$ cat src/rtl/uart_rx_stream_pkg.sv
// Shared types for the UART receive path: FSM state encoding and counter sizing helper.
// The PARITY state only exists when UART_RX_PARITY_EN is defined.
package uart_rx_stream_pkg;

  localparam int DATA_BITS = 8;

  typedef enum logic [2:0] {
    ST_IDLE   = 3'd0,
    ST_START  = 3'd1,
    ST_DATA   = 3'd2,
`ifdef UART_RX_PARITY_EN
    ST_PARITY = 3'd3,
`endif
    ST_STOP   = 3'd4
  } rx_state_e;

  function automatic int cnt_width(input int n);
    cnt_width = (n <= 2) ? 1 : $clog2(n);
  endfunction

endpackage

$ cat src/rtl/uart_rx_byte_fifo.sv
// Synchronous byte FIFO with flush, registered (non-FWFT) read data and registered count/empty/full.
module uart_rx_byte_fifo #(
  parameter int WIDTH  = 8,
  parameter int ADDR_W = 4
) (
  input  logic              clk,
  input  logic              rstb,
  input  logic              flush,
  input  logic              wr_en,
  input  logic [WIDTH-1:0]  wr_data,
  input  logic              rd_en,
  output logic [WIDTH-1:0]  rd_data,
  output logic [ADDR_W:0]   count,
  output logic              empty,
  output logic              full
);
  import uart_rx_stream_pkg::*;

  localparam int DEPTH = 1 << ADDR_W;
  localparam logic [ADDR_W:0]   CNT_ONE  = (ADDR_W + 1)'(1);
  localparam logic [ADDR_W:0]   CNT_FULL = (ADDR_W + 1)'(DEPTH);
  localparam logic [ADDR_W-1:0] PTR_ONE  = ADDR_W'(1);

  logic [WIDTH-1:0]  mem [DEPTH];
  logic [ADDR_W-1:0] wr_ptr_q, rd_ptr_q;
  logic [ADDR_W:0]   count_q, count_d;
  logic              empty_q, full_q;
  logic [WIDTH-1:0]  rd_data_q;
  logic              wr_ok, rd_ok;

  // A write into a full FIFO is only accepted when a pop frees the head slot in the same cycle.
  always_comb begin
    wr_ok   = wr_en && (!full_q || rd_en) && !flush;
    rd_ok   = rd_en && !empty_q && !flush;
    count_d = count_q;
    if (wr_ok && !rd_ok)      count_d = count_q + CNT_ONE;
    else if (!wr_ok && rd_ok) count_d = count_q - CNT_ONE;
  end

  always_ff @(posedge clk) begin
    if (wr_ok) mem[wr_ptr_q] <= wr_data;
  end

  always_ff @(posedge clk or negedge rstb) begin
    if (!rstb) begin
      wr_ptr_q  <= '0;
      rd_ptr_q  <= '0;
      count_q   <= '0;
      empty_q   <= 1'b1;
      full_q    <= 1'b0;
      rd_data_q <= '0;
    end else if (flush) begin
      wr_ptr_q  <= '0;
      rd_ptr_q  <= '0;
      count_q   <= '0;
      empty_q   <= 1'b1;
      full_q    <= 1'b0;
      rd_data_q <= '0;
    end else begin
      if (wr_ok) wr_ptr_q <= wr_ptr_q + PTR_ONE;
      if (rd_ok) begin
        rd_ptr_q  <= rd_ptr_q + PTR_ONE;
        rd_data_q <= mem[rd_ptr_q];
      end
      count_q <= count_d;
      empty_q <= (count_d == '0);
      full_q  <= (count_d == CNT_FULL);
    end
  end

  assign rd_data = rd_data_q;
  assign count   = count_q;
  assign empty   = empty_q;
  assign full    = full_q;

endmodule

$ cat src/rtl/uart_rx_stream.sv
// UART receiver (8N1, or 8E1 when UART_RX_PARITY_EN is defined) feeding a byte FIFO,
// with single-cycle frame_error / overrun pulses.
module uart_rx_stream #(
  parameter int BUFFER_WIDTH    = 8,
  parameter int CLK_FREQ        = 10_000_000,
  parameter int BAUD            = 115_200,
  parameter int FIFO_ADDR_WIDTH = 4
) (
  input  logic                      clk,
  input  logic                      rstb,
  input  logic                      uart_rst,
  input  logic                      rxd,
  output logic [BUFFER_WIDTH-1:0]   uart_data_out,
  output logic                      uart_out_empty,
  output logic                      uart_out_full,
  input  logic                      uart_out_read,
  output logic [FIFO_ADDR_WIDTH:0]  fifo_count,
  output logic                      frame_error,
  output logic                      overrun
);
  import uart_rx_stream_pkg::*;

  localparam int CLKS_PER_BIT = CLK_FREQ / BAUD;
  localparam int HALF         = CLKS_PER_BIT / 2;
  localparam int CNT_W        = cnt_width(CLKS_PER_BIT);
  localparam logic [CNT_W-1:0] BIT_LAST  = CNT_W'(CLKS_PER_BIT - 1);
  localparam logic [CNT_W-1:0] HALF_LAST = CNT_W'(HALF - 1);
  localparam logic [CNT_W-1:0] CNT_ONE   = CNT_W'(1);

  rx_state_e               state_q, state_d;
  logic                    rx_meta_q, rx_sync_q;
  logic [CNT_W-1:0]        clk_cnt_q, clk_cnt_d;
  logic [2:0]              bit_cnt_q, bit_cnt_d;
  logic [BUFFER_WIDTH-1:0] shift_q, shift_d;
  logic                    frame_error_q, overrun_q;
  logic                    push, fe_d, ov_d, stop_ok;
`ifdef UART_RX_PARITY_EN
  logic                    parity_bad_q, parity_bad_d;
  assign stop_ok = rx_sync_q && !parity_bad_q;
`else
  assign stop_ok = rx_sync_q;
`endif

  always_comb begin
    state_d   = state_q;
    clk_cnt_d = clk_cnt_q + CNT_ONE;
    bit_cnt_d = bit_cnt_q;
    shift_d   = shift_q;
    push      = 1'b0;
    fe_d      = 1'b0;
`ifdef UART_RX_PARITY_EN
    parity_bad_d = parity_bad_q;
`endif
    case (state_q)
      ST_IDLE: begin
        clk_cnt_d = '0;
        if (!rx_sync_q) begin
          state_d   = ST_START;
          bit_cnt_d = '0;
        end
      end
      ST_START: begin
        // A start bit that is high again at mid-bit is treated as a glitch.
        if (clk_cnt_q == HALF_LAST) begin
          clk_cnt_d = '0;
          state_d   = rx_sync_q ? ST_IDLE : ST_DATA;
        end
      end
      ST_DATA: begin
        if (clk_cnt_q == BIT_LAST) begin
          clk_cnt_d = '0;
          shift_d   = {rx_sync_q, shift_q[BUFFER_WIDTH-1:1]};
          bit_cnt_d = bit_cnt_q + 3'd1;
          if (bit_cnt_q == 3'(DATA_BITS - 1)) begin
`ifdef UART_RX_PARITY_EN
            state_d = ST_PARITY;
`else
            state_d = ST_STOP;
`endif
          end
        end
      end
`ifdef UART_RX_PARITY_EN
      ST_PARITY: begin
        if (clk_cnt_q == BIT_LAST) begin
          clk_cnt_d    = '0;
          parity_bad_d = rx_sync_q ^ (^shift_q);
          state_d      = ST_STOP;
        end
      end
`endif
      ST_STOP: begin
        if (clk_cnt_q == BIT_LAST) begin
          clk_cnt_d = '0;
          state_d   = ST_IDLE;
          if (stop_ok) push = 1'b1;
          else         fe_d = 1'b1;
        end
      end
      default: state_d = ST_IDLE;
    endcase
    if (uart_rst) begin
      state_d   = ST_IDLE;
      clk_cnt_d = '0;
      push      = 1'b0;
      fe_d      = 1'b0;
    end
    ov_d = push && uart_out_full && !uart_out_read;
  end

  always_ff @(posedge clk or negedge rstb) begin
    if (!rstb) begin
      rx_meta_q     <= 1'b1;
      rx_sync_q     <= 1'b1;
      state_q       <= ST_IDLE;
      clk_cnt_q     <= '0;
      bit_cnt_q     <= '0;
      shift_q       <= '0;
      frame_error_q <= 1'b0;
      overrun_q     <= 1'b0;
`ifdef UART_RX_PARITY_EN
      parity_bad_q  <= 1'b0;
`endif
    end else begin
      rx_meta_q     <= rxd;
      rx_sync_q     <= rx_meta_q;
      state_q       <= state_d;
      clk_cnt_q     <= clk_cnt_d;
      bit_cnt_q     <= bit_cnt_d;
      shift_q       <= shift_d;
      frame_error_q <= fe_d;
      overrun_q     <= ov_d;
`ifdef UART_RX_PARITY_EN
      parity_bad_q  <= parity_bad_d;
`endif
    end
  end

  uart_rx_byte_fifo #(
    .WIDTH  (BUFFER_WIDTH),
    .ADDR_W (FIFO_ADDR_WIDTH)
  ) u_fifo (
    .clk     (clk),
    .rstb    (rstb),
    .flush   (uart_rst),
    .wr_en   (push),
    .wr_data (shift_q),
    .rd_en   (uart_out_read),
    .rd_data (uart_data_out),
    .count   (fifo_count),
    .empty   (uart_out_empty),
    .full    (uart_out_full)
  );

  assign frame_error = frame_error_q;
  assign overrun     = overrun_q;

endmodule

$ cat config.mk
export PLATFORM = sky130hd
export DESIGN_NAME = uart_rx_stream
export DESIGN_NICKNAME = d
export VERILOG_FILES = /design/src/rtl/uart_rx_stream_pkg.sv /design/src/rtl/uart_rx_byte_fifo.sv /design/src/rtl/uart_rx_stream.sv
export SDC_FILE = /design/constraint.sdc
export NUM_CORES = 1
export LEC_CHECK = 0
export CORE_MARGIN = 5
export CORE_UTILIZATION = 55
export CTS_BUF_LIST = sky130_fd_sc_hd__clkbuf_2 sky130_fd_sc_hd__clkbuf_4 sky130_fd_sc_hd__clkbuf_8
export DETAILED_ROUTE_END_ITERATION = 8
export PLACE_DENSITY = 0.78
export SYNTH_ARGS = -nofsm -noshare
export SYNTH_HDL_FRONTEND = slang
export SYNTH_SLANG_ARGS = --single-unit
$ cat constraint.sdc
create_clock -name clk -period 2.4 [get_ports clk]
set_input_delay 0.48 -clock clk [delete_from_list [all_inputs] [get_ports clk]]
set_output_delay 0.48 -clock clk [all_outputs]
set_load 0.01 [all_outputs]
Word level (Yosys, flattened, before mapping)
Memory sizes are Yosys's and may differ from the RTL's.
Index checks and enable logic that the tools add are counted.
{"block": "totals", "reg_bits": 48, "ram_bits": 128, "in_bits": 5, "output_inout_bits": 17, "mem_count": 1}
{"name": "u_fifo.mem", "depth": 16, "word_bits": 8, "rd": 1, "rd_clocked_by_memory_dff": 0, "wr": 1, "line_no": "uart_rx_byte_fifo.sv:24", "rtl": "logic [WIDTH-1:0] mem [DEPTH];"}
{"block": "classes", "n_addsub": 6, "eq_ne": 14, "mux": 36, "n_reduce_logical": 24}
{"op": "two-way mux 3 bit", "n": 8}
{"op": "two-way mux 7 bit", "n": 3}
{"op": "case mux 7 bit (3 select lines)", "n": 1}
{"op": "two-way mux 4 bit", "n": 4}
{"op": "two-way mux 8 bit", "n": 2}
{"op": "two-way mux 5 bit", "n": 3}
{"op": "inequality test 3 bit, second input constant", "n": 5}
{"op": "two-way mux 1 bit", "n": 12}
{"op": "case mux 3 bit (4 select lines)", "n": 1}
{"op": "adder 4 x 1 -> 4 bit, second input constant", "n": 2}
{"op": "logical AND 1 bit", "n": 8}
{"op": "adder 7 x 1 -> 7 bit, second input constant", "n": 1}
{"op": "== test 7 x 6 -> 1 bit, second input constant", "n": 1}
{"op": "== test 7 bit, second input constant", "n": 1}
{"op": "== test 3 bit, second input constant", "n": 2}
{"op": "zero test 1 bit", "n": 6}
{"op": "case mux 3 bit (2 select lines)", "n": 1}
{"op": "nonzero test 2 bit", "n": 3}
{"op": "adder 5 x 1 -> 5 bit, second input constant", "n": 1}
{"op": "== test 5 bit, second input constant", "n": 1}
{"op": "zero test 5 bit", "n": 1}
{"op": "AND reduction 5 bit", "n": 1}
{"op": "subtractor 5 x 1 -> 5 bit, second input constant", "n": 1}
{"op": "inequality test 2 bit, second input constant", "n": 2}
{"op": "9 further kinds", "n": 9}

Longest topological paths before layout
{"block": "depth", "depth_word": 12, "depth_mapped": 10, "ltp_nobuf": 8}

By module
Synthesis repeated with hierarchy kept, for this count alone.
{"block": "hier_totals", "cells_unflattened": 443, "area_unflattened_um2": 7505.9}
{"mod": "uart_rx_byte_fifo", "instances": 1, "cells_per_inst": 340, "area_each_um2": 6293.5, "seq_area_each_um2": 4420.5}
{"mod": "uart_rx_stream", "instances": 1, "cells_per_inst": 103, "area_each_um2": 1212.4, "seq_area_each_um2": 628.1}

Least setup slack after synthesis
Ideal clock, no wire load.
{"block": "synth_path", "kind": "input -> register", "start": "input port uart_rst", "end": "memory u_fifo.mem[2][0] (enable)", "setup_ns": 0.395, "arrival_time_ns": 2.176, "required_ns": 2.005, "slack_ns": -0.170, "path_stages": 5, "n_path_buf": 1, "cell_sequence": "nor4b_4 > nand3_2 > or2_0 > buf_6 > nor4_1"}
{"block": "synth_between", "elab_chain_cells": 5}
{"element": "from (decl)", "line_no": "uart_rx_stream.sv:11", "rtl": "input logic uart_rst,"}
{"element": "two-way mux 1 bit", "line_no": "uart_rx_stream.sv:102", "rtl": "if (uart_rst) begin"}
{"element": "logical AND 1 bit", "line_no": "uart_rx_byte_fifo.sv:33", "rtl": "wr_ok = wr_en && (!full_q || rd_en) && !flush;"}
{"element": "logical AND 1 bit *", "line_no": "uart_rx_byte_fifo.sv:33"}
{"element": "two-way mux 1 bit *", "line_no": "uart_rx_byte_fifo.sv:41", "rtl": "if (wr_ok) mem[wr_ptr_q] <= wr_data;"}
{"element": "two-way mux 1 bit (not written as such) *", "line_no": "uart_rx_byte_fifo.sv:41"}
{"element": "to (decl)", "line_no": "uart_rx_byte_fifo.sv:24"}
Mark *: on every way between the ends. The rest lies on a longest branch, timed or not.

Worst setup path after layout
{"block": "layout_path", "start": "register clk_cnt_q[1]", "end": "memory u_fifo.mem[7][4] (enable)"}
{"block": "layout_between", "elab_chain_cells": 8}
{"element": "from (decl)", "line_no": "uart_rx_stream.sv:32", "rtl": "logic [CNT_W-1:0] clk_cnt_q, clk_cnt_d;"}
{"element": "from (signal assigned)", "line_no": "uart_rx_stream.sv:128", "rtl": "clk_cnt_q <= clk_cnt_d;"}
{"element": "== test 7 bit", "line_no": "uart_rx_stream.sv:93", "rtl": "if (clk_cnt_q == BIT_LAST) begin"}
{"element": "two-way mux 1 bit", "line_no": "uart_rx_stream.sv:93"}
{"element": "two-way mux 1 bit", "line_no": "uart_rx_stream.sv:54", "rtl": "case (state_q)"}
{"element": "two-way mux 1 bit", "line_no": "uart_rx_stream.sv:102"}
{"element": "logical AND 1 bit (2 in a row)", "line_no": "uart_rx_byte_fifo.sv:33"}
{"element": "two-way mux 1 bit", "line_no": "uart_rx_byte_fifo.sv:41"}
{"element": "two-way mux 1 bit (not written as such)", "line_no": "uart_rx_byte_fifo.sv:41"}
No other way between the ends.

==> qor.csv <==
stage;metric;value;unit
flow_run;max cap viols;0;
yosys;most common cell in the netlist;edfxtp_1;
global_route;initial antenna violation count;0;
worst_setup_path;Critical Path AT;2440;ps
die;num rows;42;
yosys;Synth cell types;52;
clock_network;Post-CTS Hold Fix Bufs;0;
sta;Final Hold Violating Endpoints;0;
yosys;Synth top cells by count;edfxtp_1, dfrtp_1, mux4_2;
route;Remaining DRCs;0;
global_route;first-pass GRT wire length;22600;um
placement;hpwl dp;9790;um
power;pwr dens;686;nW/um2
route;antenna viol nets, final;0;
route;vias per cell;5.92;
global_route;GRT Residual Overflow;0;
power;Pleak;3.25;nW
sta;setup violators final;0;
yosys;Syn Nets;459;
finish;register area;5050;um2
die;Die Span X;126;um
yosys;Async SR Flop Fraction;27.3;%
yosys;share of Yosys cell area claimed by the top area cell type;52.2;%
finish;FILL cells;901;
worst_setup_path;critical path's slowest cell;dfrtp_1;
worst_setup_path;Crit. End Element;flip-flop;
die;initial core utilization;55.9;%
route;Vias;4078;
yosys;syn avg cell area;16.7;um2
die;num ports;22;
clock_network;clock sink total;176;
power;sequential power share;57.8;%
worst_setup_path;Top cell by count, worst path;buf_4;
die;Core ar.;13200;um2
placement;input/output buffers;21;
yosys;sequential element share of the synthesized area;68.5;%
worst_setup_path;CP Max Fanout;8;
yosys;Top FF cell, synth;edfxtp_1;
yosys;synthesized flop and latch total;176;
die;Die Span Y;126;um
route;wirelength, routed;14400;um
power;Sw Share;24.0;%
sta;minimum clock period;2280;ps
yosys;area of the mapped netlist;7370;um2
min_path;Hold Crit Class;in -> async;
placement;post-place setup slack;-306;ps
sta;Worst Slack Setup Final;115;ps
yosys;largest cells by area after synthesis;edfxtp_1, dfrtp_1, mux4_2;
clock_network;clk_lat worst skew;460;ps
clock_network;clock buffer depth;2;
worst_setup_path;CP max stage delay;420;ps
worst_setup_path;Setup CP Type;reg -> reg;
clock_network;post-CTS sizing;0;
worst_setup_path;Setup crit start kind;flip-flop;
route;1st-iter DRT viols;394;
sta;RSZ-0062 raised after global routing;true;
sta;setup_tns;0;ps
global_route;GRT Total Usage;19.0;%
yosys;Yosys warning total;0;
clock_network;setup bufs post-CTS;0;
finish;final design utilization;63.9;%
sta;clk_skew;13.9;ps
finish;# diodes;0;
clock_network;Num CTS Buffers;17;
power;Sw Pwr;0.00139;W
finish;multi-input combinational cell area;2170;um2
sta;fmax;0.438;GHz
clock_network;root buf cell;clkbuf_8;
yosys;Syn Inst Count;442;
worst_setup_path;CP required;2560;ps
clock_network;clock-pin slew on the worst setup and hold paths;90;ps
yosys;cell type with the largest total area after synthesis;edfxtp_1;
global_route;largest net degree at the start of global routing;41;
placement;Placer Congestion;0.793;
power;Clock power frac;32.1;%
finish;final net count;517;
clock_network;htree depth;4;
sta;Final Cycle Share;95.2;%
yosys;number of flops mapped to enable cells by yosys;128;
power;Int Pwr;0.00439;W
global_route;number of global-route vias before repair;4036;
power;Peak VDD IR;0.311;mV
route;WL per Instance;20.9;um
route;DR pass1 iterations;5;
finish;Layout area overhead;14.4;%
clock_network;TritonCTS clock tree;built;
outcome;status;completed;
sta;Slew Viols, Final;0;
power;Comb power frac;10.2;%
worst_setup_path;CP cell instances;inv_1 -> ha_1 -> and4b_1 -> nand3b_1 -> buf_4 -> nor2_2 -> buf_4 -> nand3b_1 -> nor2_1 -> buf_4;
finish;layout cell share with drive strength beyond 1;26.9;%
sta;Rel. slew slack;54.4;%
die;Die ar.;15800;um2
sta;Least-Margin Pin Slew;683;ps
per-layer routing:
metal / global-route usage, % / up-vias / wire length [um]
li1: - / 1809 / -
met1: 26.4 / 2088 / 5920
met2: 30.5 / 164 / 7370
met3: 4.36 / 17 / 906
met4: 5.93 / 0 / 181
met5: 0 / - / 0
final cells by class:
cell class	instances	share of cell area, %
Inverter	12	0.534
Clock inverter	14	1.40
Timing Repair Buffer	64	6.95
Tap cell	176	2.61
Clock buffer	18	2.87
Multi-Input combinational cell	229	25.7
Sequential cell	176	59.9
power groups by stage:
stage	clock (W)	sequential [W]	combinational, W
after floorplan	0	0.00339	0.000361
final	0.00185	0.00334	0.000587
after detailed placement	0	0.00340	0.000587
after global placement	0	0.00340	0.000573
after CTS	0.00187	0.00334	0.000590
after global routing	0.00203	0.00334	0.000640
state kept, by name, indices dropped and copies added (netlist names):
signal	flops
u_fifo.rd_data	8
shift_q	8
clk_cnt_q	7
overrun	1
u_fifo.empty	1
frame_error	1
u_fifo.rd_ptr_q	4
u_fifo.mem	128
rx_sync_q	1
bit_cnt_q	3
state_q	3
rx_meta_q	1
u_fifo.wr_ptr_q	4
u_fifo.count	5
u_fifo.full	1
placed cells by master (no fill, tap or decap), drive strengths merged, types with 11 or more instances in the layout:
cell,netlist,final
buf,12,44
inv,12,13
ha,12,12
edfxtp,128,128
nand2,28,28
nor2,37,37
clkbuf,13,18
a21oi,11,11
dfrtp,45,45
clkdlybuf4s50,0,20
mux4,40,40
worst max-delay path, delay by kind of cell (launching register included):
kind | cells | cell delay, ps
fa+ha+maj | 1 | 140
buf+inv | 4 | 600
flops | 1 | 420
simple gates | 5 | 800
worst paths after layout:
kind / from / to / slack [ps] / cells past startpoint
hold / removal: rstb / u_fifo.rd_data[7] / 30 / 1
setup reg to reg: clk_cnt_q[1] / u_fifo.mem[7][4] / 120 / 10
setup / recovery: clk_cnt_q[1] / u_fifo.mem[7][4] / 120 / 10
max in group asynchronous: rstb / clk_cnt_q[0] / 1740 / 2
hold reg to reg: rx_meta_q / rx_sync_q / 360 / 0
min in group clk: rx_meta_q / rx_sync_q / 360 / 0
metrics by stage:
| stage | hold slack [ps] | power [W] | std cells | area [um2] |
|---|---|---|---|---|
| floorplan | 184 | 0.00375 | 442 | 7370 |
| global placement | 346 | 0.00397 | 657 | 8050 |
| detailed placement | 347 | 0.00399 | 657 | 8050 |
| CTS | 33.1 | 0.00580 | 689 | 8410 |
| global route | 61.3 | 0.00601 | 689 | 8430 |
| finish | 29.6 | 0.00578 | 689 | 8430 |
logic make-up (layout without fill, tap and decap cells):
family	count (synthesis)	in the layout	synth area share, %
AO/OA/AOI/OAI	33	33	3.23
flip-flops	176	176	68.5
XOR/XNOR	14	14	1.66
AND/OR/NAND/NOR	119	119	8.44
buffers and inverters	37	108	2.27
multiplexers	50	50	13.7
adder cells (fa/ha/maj)	13	13	2.17
No activity file was read; power rests on OpenSTA's default activity.
